<file path="src/rtl/mavg_sched_pkg.sv">
// Shared types and defaults for the multi-channel moving-average scheduler.
package mavg_sched_pkg;

    typedef enum logic [1:0] {
        IDLE = 2'd0,
        CALC = 2'd1,
        OUT  = 2'd2
    } state_t;

    localparam int DW_DEF        = 16;
    localparam int N_CH_DEF      = 4;
    localparam int TAPS_DEF      = 8;
    localparam int LOG2_TAPS_DEF = 3;
    localparam int ACC_W_DEF     = DW_DEF + LOG2_TAPS_DEF;

    // Sign-extend the low w bits of x to 32 bits; callers truncate to their
    // own accumulator width, so one helper serves every parameterisation.
    function automatic logic [31:0] sext32(input logic [31:0] x, input int w);
        logic [31:0] t;
        t = x << (32 - w);
        return $signed(t) >>> (32 - w);
    endfunction

endpackage

</file>
<file path="src/rtl/rr_arbiter.sv">
// Combinational round-robin arbiter: the first requester after last_grant,
// searching upward with wrap-around, receives a one-hot grant.
module rr_arbiter
    import mavg_sched_pkg::*;
#(
    parameter int N_CH = N_CH_DEF,
    localparam int CW  = $clog2(N_CH)
) (
    input  logic [N_CH-1:0] req,
    input  logic [CW-1:0]   last_grant,
    output logic [N_CH-1:0] grant,
    output logic [CW-1:0]   grant_idx,
    output logic            grant_any
);

    logic [CW-1:0] cand;

    // Walk the channels starting just after the previous winner; the first hit wins.
    always_comb begin
        grant     = '0;
        grant_idx = '0;
        grant_any = 1'b0;
        cand      = '0;
        for (int i = 1; i <= N_CH; i++) begin
            cand = CW'((int'(last_grant) + i) % N_CH);
            if (!grant_any && req[cand]) begin
                grant[cand] = 1'b1;
                grant_idx   = cand;
                grant_any   = 1'b1;
            end
        end
    end

endmodule

</file>
<file path="src/rtl/mavg_channel_scheduler.sv">
// Shares one recursive moving-average datapath across N_CH sample channels.
// Each channel keeps a TAPS-deep history, a write pointer and a running sum;
// results come back one at a time, tagged with the channel they belong to.
module mavg_channel_scheduler
    import mavg_sched_pkg::*;
#(
    parameter int DW        = DW_DEF,
    parameter int N_CH      = N_CH_DEF,
    parameter int TAPS      = TAPS_DEF,
    parameter int LOG2_TAPS = LOG2_TAPS_DEF,
    localparam int CW       = $clog2(N_CH)
) (
    input  logic               clk,
    input  logic               reset,
    input  logic               clear,
    input  logic [N_CH-1:0]    in_valid,
    input  logic [N_CH*DW-1:0] in_data,
    output logic [N_CH-1:0]    in_ready,
    output logic               out_valid,
    output logic [DW-1:0]      out_data,
    output logic [CW-1:0]      out_chan,
    input  logic               out_ready,
    output logic               busy
);

    localparam int ACC_W = DW + LOG2_TAPS;

    state_t                   state_reg;
    logic [CW-1:0]            last_grant_reg;
    logic [DW-1:0]            samp_reg;
    logic [CW-1:0]            chan_reg;
    logic                     out_valid_reg;
    logic [DW-1:0]            out_data_reg;
    logic [CW-1:0]            out_chan_reg;

    logic [DW-1:0]            hist_reg [N_CH][TAPS];
    logic [LOG2_TAPS-1:0]     ptr_reg  [N_CH];
    logic signed [ACC_W-1:0]  acc_reg  [N_CH];

    logic [DW-1:0]            samp_arr [N_CH];
    logic [N_CH-1:0]          grant;
    logic [CW-1:0]            grant_idx;
    logic                     grant_any;

    logic [DW-1:0]            hist_old;
    logic signed [ACC_W-1:0]  acc_next;
    logic [DW-1:0]            result;

    function automatic logic signed [ACC_W-1:0] sext_acc(input logic [DW-1:0] x);
        return ACC_W'(sext32(32'(x), DW));
    endfunction

    genvar gi;
    for (gi = 0; gi < N_CH; gi++) begin : g_unpack
        assign samp_arr[gi] = in_data[gi*DW +: DW];
    end

    rr_arbiter #(
        .N_CH (N_CH)
    ) u_arb (
        .req        (in_valid),
        .last_grant (last_grant_reg),
        .grant      (grant),
        .grant_idx  (grant_idx),
        .grant_any  (grant_any)
    );

    // Grants are offered only while waiting for work and never during a clear.
    assign in_ready = (state_reg == IDLE && !clear) ? grant : '0;

    // Recursive update: add the new sample, drop the one falling out of the window.
    // The window sum of TAPS samples always fits ACC_W bits, and after the
    // arithmetic shift (floor division) the result always fits DW bits.
    assign hist_old = hist_reg[chan_reg][ptr_reg[chan_reg]];
    assign acc_next = acc_reg[chan_reg] + sext_acc(samp_reg) - sext_acc(hist_old);
    assign result   = DW'(acc_next >>> LOG2_TAPS);

    assign out_valid = out_valid_reg;
    assign out_data  = out_data_reg;
    assign out_chan  = out_chan_reg;
    assign busy      = (state_reg != IDLE);

    // Control FSM: accept a granted sample, compute for one cycle, hold the result until taken.
    always_ff @(posedge clk or posedge reset) begin
        if (reset) begin
            state_reg      <= IDLE;
            last_grant_reg <= CW'(N_CH - 1);
            samp_reg       <= '0;
            chan_reg       <= '0;
            out_valid_reg  <= 1'b0;
            out_data_reg   <= '0;
            out_chan_reg   <= '0;
        end else if (clear) begin
            state_reg      <= IDLE;
            last_grant_reg <= CW'(N_CH - 1);
            samp_reg       <= '0;
            chan_reg       <= '0;
            out_valid_reg  <= 1'b0;
            out_data_reg   <= '0;
            out_chan_reg   <= '0;
        end else begin
            case (state_reg)
                IDLE: begin
                    if (grant_any) begin
                        samp_reg       <= samp_arr[grant_idx];
                        chan_reg       <= grant_idx;
                        last_grant_reg <= grant_idx;
                        state_reg      <= CALC;
                    end
                end
                CALC: begin
                    out_data_reg  <= result;
                    out_chan_reg  <= chan_reg;
                    out_valid_reg <= 1'b1;
                    state_reg     <= OUT;
                end
                OUT: begin
                    if (out_ready) begin
                        out_valid_reg <= 1'b0;
                        state_reg     <= IDLE;
                    end
                end
                default: state_reg <= IDLE;
            endcase
        end
    end

    // Per-channel filter state; only the channel being computed is touched.
    always_ff @(posedge clk or posedge reset) begin
        if (reset) begin
            for (int c = 0; c < N_CH; c++) begin
                for (int t = 0; t < TAPS; t++) begin
                    hist_reg[c][t] <= '0;
                end
                ptr_reg[c] <= '0;
                acc_reg[c] <= '0;
            end
        end else if (clear) begin
            for (int c = 0; c < N_CH; c++) begin
                for (int t = 0; t < TAPS; t++) begin
                    hist_reg[c][t] <= '0;
                end
                ptr_reg[c] <= '0;
                acc_reg[c] <= '0;
            end
        end else if (state_reg == CALC) begin
            hist_reg[chan_reg][ptr_reg[chan_reg]] <= samp_reg;
            ptr_reg[chan_reg] <= ptr_reg[chan_reg] + LOG2_TAPS'(1);
            acc_reg[chan_reg] <= acc_next;
        end
    end

endmodule

</file>
<file path="config.mk">
export PLATFORM = sky130hd
export DESIGN_NAME = mavg_channel_scheduler
export DESIGN_NICKNAME = d
export VERILOG_FILES = /design/src/rtl/mavg_sched_pkg.sv /design/src/rtl/rr_arbiter.sv /design/src/rtl/mavg_channel_scheduler.sv
export SDC_FILE = /design/constraint.sdc
export NUM_CORES = 2
export LEC_CHECK = 0
export CAP_MARGIN = 5
export CORE_ASPECT_RATIO = 0.6
export CORE_MARGIN = 3
export CORE_UTILIZATION = 53
export CTS_BUF_LIST = sky130_fd_sc_hd__clkbuf_8
export DETAILED_ROUTE_END_ITERATION = 6
export MAX_ROUTING_LAYER = met4
export PLACE_DENSITY = 0.81
export SLEW_MARGIN = 10
export SYNTH_ARGS = -nofsm -noshare
export SYNTH_HDL_FRONTEND = slang
export SYNTH_SLANG_ARGS = --single-unit
</file>
<file path="constraint.sdc">
create_clock -name clk -period 45 [get_ports clk]
set_input_delay 9 -clock clk [delete_from_list [all_inputs] [get_ports clk]]
set_output_delay 9 -clock clk [all_outputs]
set_load 0.03 [all_outputs]
</file>
After elaboration in Yosys (flattened, before gate mapping)
Index checks and enable logic that the tools add are counted.
- $add $sub $neg: 7
- $lt $le $gt $ge: 13
- equal/unequal tests: 4
- mux-type cells: 79
- bitwise operators: 6
- reductions and logical operators: 23
- operators with widths (kind ; number):
    $mux 512 ; 2
    $bwmux 512 ; 1
    $mux 128 ; 3
    $bmux 128 s2 ; 1
    $demux 128 s2 ; 1
    $mux 16 ; 10
    $mux 76 ; 2
    $bwmux 76 ; 1
    $mux 19 ; 3
    $bmux 16 s3 ; 1
    $demux 16 s3 ; 1
    $bmux 19 s2 ; 1
    $demux 19 s2 ; 1
    $bmux 16 s2 ; 1
    $mux 2 ; 13
    $mux 12 ; 2
    $mux 4 ; 5
    $add 19x16->19 ; 1
    $sub 19x16->19 ; 1
    $mux 1 ; 14
    $bwmux 12 ; 1
    $lt 2x3->1 const B ; 4
    $or 4x4->4 ; 3
    $logic_and 1x1->1 ; 10
    other kinds (25) ; 49
- register bits after elaboration: 641
- output and inout bits: 24
- logic and storage cells: 179

Logic depth before layout (Yosys ltp)
- depth after elaboration: 20
- gate-level depth with buffers: 22
- depth with buffers taken out: 19

Cells and area by module
A second synthesis with hierarchy kept.
- cell total of the unflattened synthesis: 3375
- area total of the unflattened synthesis: 33039.2 µm²
- modules (own cells, without submodules) (module ; times used ; cells an instance ; area an instance (µm²)):
    mavg_channel_scheduler ; 1 ; 3289 ; 32409.8
    rr_arbiter ; 1 ; 86 ; 629.4

Worst setup path before layout
No wires, ideal clock.
- kind: input port to output port
- start: input port in_valid[2]
- end: output port in_ready[0]
- data arrival time: 10.366 ns
- required time: 36.000 ns
- slack: 25.634 ns
- stages on the path: 6
- buffers on the path: 0
- cells stage by stage: and2_1 > a211oi_1 > nor2_1 > nor2_1 > a221oi_1 > nor2_1
- word-level cells in the longest chain between the ends: 13
- elaborated cells between the ends (all ways): 25
- those cells by class: mux: 16; bitwise: 3; reduce/logical: 6
- RTL lines (what ; line ; source):
    start: declaration ; mavg_channel_scheduler.sv:16 ; input logic [N_CH-1:0] in_valid,
    $bmux 1 s2 ; rr_arbiter.sv:26 ; if (!grant_any && req[cand]) begin
    $mux 1 (implied by the code) ; rr_arbiter.sv:26 ;
    $mux 1 ; rr_arbiter.sv:26 ;
    $logic_not 1->1 ; rr_arbiter.sv:26 ;
    $logic_and 1x1->1 ; rr_arbiter.sv:26 ;
    $mux 1 ; rr_arbiter.sv:26 ;
    $logic_not 1->1 ; rr_arbiter.sv:26 ;
    $logic_and 1x1->1 ; rr_arbiter.sv:26 ;
    $mux 1 ; rr_arbiter.sv:26 ;
    $logic_not 1->1 ; rr_arbiter.sv:26 ;
    $logic_and 1x1->1 ; rr_arbiter.sv:26 ;
    $mux 4 * ; rr_arbiter.sv:26 ;
    $mux 4 * ; mavg_channel_scheduler.sv:69 ; assign in_ready = (state_reg == IDLE && !clear) ? grant : '0;
    end: declaration ; mavg_channel_scheduler.sv:18 ; output logic [N_CH-1:0] in_ready,
Mark *: on every way between the ends. The rest lies on a longest branch, timed or not. The select of a mux whose other input is x is not followed.

Final worst setup path
Same ends and word-level chain as after synthesis.

==> results.json <==
{
  "cp_cell_sequence": "clkdlybuf4s50_1, and2_1, a211oi_1, nor2_1, nor2_1, a221oi_1, nor2_1, clkdlybuf4s50_1",
  "synth_cells": 3088,
  "grt_setup_unrepaired": "false",
  "clk_pin_slew_ps": 60,
  "final_net_count": 3207,
  "criticalPathCategory": "input pin to output pin",
  "grt_overflow_total": 0,
  "synth_area_leaders": "dfrtp_1, mux4_2, nand2_1",
  "cts_setup_buffers": 0,
  "syn_area_mm2": 0.0321,
  "path_buf_inv": 2,
  "powerDensity_mw_per_mm2": 50.4,
  "syn_nets": 3205,
  "die-area_mm2": 0.0636,
  "avgSynthCellArea_um2": 10.4,
  "tns_ps": 0,
  "ctsHtreeMaxLevel": 3,
  "cp.arrival_ps": 11590,
  "hpwl_um": 65400,
  "track_usage_pct": 33.8,
  "area_growth_syn_to_layout_pct": 9.89,
  "cp.required_ps": 36000,
  "root_buffer": "clkbuf_8",
  "path_delay_family": "buffers and inverters",
  "multiInputGateArea_mm2": 0.0148,
  "start_kind": "input pin",
  "status": "finished, final reports clean",
  "max_stage_delay_ps": 690,
  "fin_crit_ps": 20590,
  "coreArea_mm2": 0.0595,
  "crit_slowest_cell": "clkdlybuf4s50_1",
  "skew_ps": 33.8,
  "power_frac_comb_pct": 39.0,
  "grt_pass1_wl_um": 158000,
  "cts_resized": 0,
  "ctsHoldBuffers": 0,
  "path_max_fanout": 9,
  "power.leakage_nw": 14.7,
  "cts_buffer_depth": 3,
  "end_kind": "output pin",
  "final_cells": 3940,
  "portBuffers": 95,
  "routabilityCongestion": 0.962,
  "layout-drive-gt1-share_pct": 13.5,
  "io_pins": 96,
  "dpl.cell_count": 3781,
  "fp.dieH_um": 197,
  "vias_per_cell": 6.69,
  "synthDistinctLibCells": 72,
  "chipWidth_um": 324,
  "numCtsBuffers": 88,
  "grt_pass1_vias": 25500,
  "period_share_pct": 45.7,
  "yosysTopAreaCellShare_pct": 49.8,
  "drt_iter0_drc": 4451,
  "synthTopCellsByCount": "nand2_1, dfrtp_1, a21oi_1",
  "p_clk_share_pct": 25.8,
  "synthFlopType": "dfrtp_1",
  "ant_nets": 0,
  "yosysMostFrequentCell": "nand2_1",
  "p_sw_share_pct": 41.2,
  "routed-via-count": 26400,
  "drt-pass1-iter-count": 7,
  "worstMarginPinSlew_ps": 1310,
  "crit_top_cell": "nor2_1",
  "cts_sinks": 641,
  "cap_viol_max_count": 0,
  "synth_seq_cells": 641,
  "power.switching_w": 0.000733,
  "seq_power_share_pct": 35.2,
  "vdd_drop_max_v": 0.0000490,
  "grt_max_degree": 151,
  "fill_cells": 4694,
  "largest_register_ffs": 512,
  "clk_latency_ps": 700,
  "tritoncts": "done",
  "start_util_pct": 53.9,
  "synth_edf_count": 0,
  "regArea_mm2": 0.0161,
  "max_freq_mhz": 48.6,
  "wirelength_um": 104000,
  "worstHoldPathType": "register to register",
  "yosysSeqAreaShare_pct": 50.0,
  "antenna_found_initial": 6,
  "yosysWarnings": 0,
  "slew_viol_final": 0,
  "synthArstFlopShare_pct": 100,
  "drc": 0,
  "internal_power_w": 0.00104,
  "setup_violations": 0,
  "yosysTopAreaCell": "dfrtp_1",
  "row_count": 69,
  "drt-wirelength-per-cell_um": 26.4,
  "finalHoldViolations": 0,
  "maxSlewHeadroom_pct": 12.5
}
[worst paths after layout]
kind	from	endpoint	slack [ps]	cells past startpoint
setup / recovery	in_valid[2]	in_ready[0]	24410	8
hold / removal	acc_reg[63]$_DFFE_PP0P_	acc_reg[63]$_DFFE_PP0P_	480	2
setup reg to reg	chan_reg[0]$_DFFE_PP0P_	out_data[14]$_DFFE_PP0P_	36610	18
hold reg to reg	acc_reg[63]$_DFFE_PP0P_	acc_reg[63]$_DFFE_PP0P_	480	2
max in group asynchronous	reset	samp_reg[11]$_DFFE_PP0P_	32910	5
min in group asynchronous	reset	hist_reg[94]$_DFFE_PP0P_	8870	2
[worst register-to-register path: stages (launching register included)]
cell	delay (ps)
dfrtp_4	930
buf_4	900
buf_4	860
buf_4	770
mux4_2	710
mux2_1	310
a221oi_1	240
a21oi_1	260
a221o_1	440
fa_1	490
inv_1	50
ha_1	370
a21o_1	210
a31o_2	250
nor4_1	410
a211oi_1	210
o21ai_0	260
xor2_1	410
a211oi_1	170
[per-stage QoR]
stage	hold slack, ps	total power [W]	utilization, %	worst slack [ps]	area [um^2]
finish	482	0.00178	59.3	24410	35300
CTS	484	0.00175	59.2	24440	35200
global placement	461	0.00129	56.3	24590	33500
detailed placement	471	0.00130	56.3	24460	33500
floorplan	445	0.00109	-	18050	32100
global route	496	0.00184	59.3	24360	35300
[layer usage]
layer | global-route usage [%] | up-vias | share of wire (%)
met4 | 12.1 | 0 | 3.9
met5 | - | - | 0
met2 | 42.6 | 2106 | 40
li1 | - | 10900 | -
met3 | 17.4 | 341 | 19
met1 | 46.2 | 13000 | 38
[final cells by class]
class	count	share of cell area [%]
flip-flops and latches	641	45.5
multi-input cells	2135	41.9
clock buffers	112	4.37
repair buffers	154	4.04
well taps	781	2.77
inverters	70	0.767
clock inverters	41	0.571
diodes	6	0.0426
[power groups by stage]
stage | Clock (W) | Combinational [W] | Sequential (W)
6_report | 0.000458 | 0.000693 | 0.000626
3_3_place_gp | 0 | 0.000651 | 0.000635
5_1_grt | 0.000483 | 0.000731 | 0.000629
3_5_place_dp | 0 | 0.000660 | 0.000636
4_1_cts | 0.000457 | 0.000665 | 0.000626
2_1_floorplan | 0 | 0.000462 | 0.000632
[cell usage in the layout, fill, tap and decap left out, drive strengths merged, types with 5 or more instances in the layout]
cell / instances
xor2: 5
dfrtp: 639
mux2: 6
o221ai: 16
clkinv: 8
and3: 6
inv: 99
ha: 27
diode: 6
and2: 6
xnor2: 12
nor2b: 9
a32o: 7
a22oi: 8
nand2: 743
a211oi: 24
mux2i: 77
a22o: 184
fa: 18
clkbuf: 112
buf: 60
or3: 5
mux4: 151
nand3b: 18
nand3: 38
nor2: 183
o21ai: 72
clkdlybuf4s50: 94
nand2b: 7
a31oi: 17
a21o: 6
a21oi: 406
a221oi: 13
a311oi: 5
nor3: 22
a221o: 10
[cell families (layout without fill, tap and decap cells)]
logic type	Yosys count	after routing	share of synthesized area, %
AOI/OAI and AO/OA	787	787	15.9
xor gates and xnor gates	17	17	0.464
adders and majority gates	45	45	2.18
buffers and inverters	312	377	4.32
DFF	641	641	50.0
muxes	234	234	13.2
other	0	6	0
and+or+nand+nor	1052	1052	13.9
(Power assumes the default switching activity.)
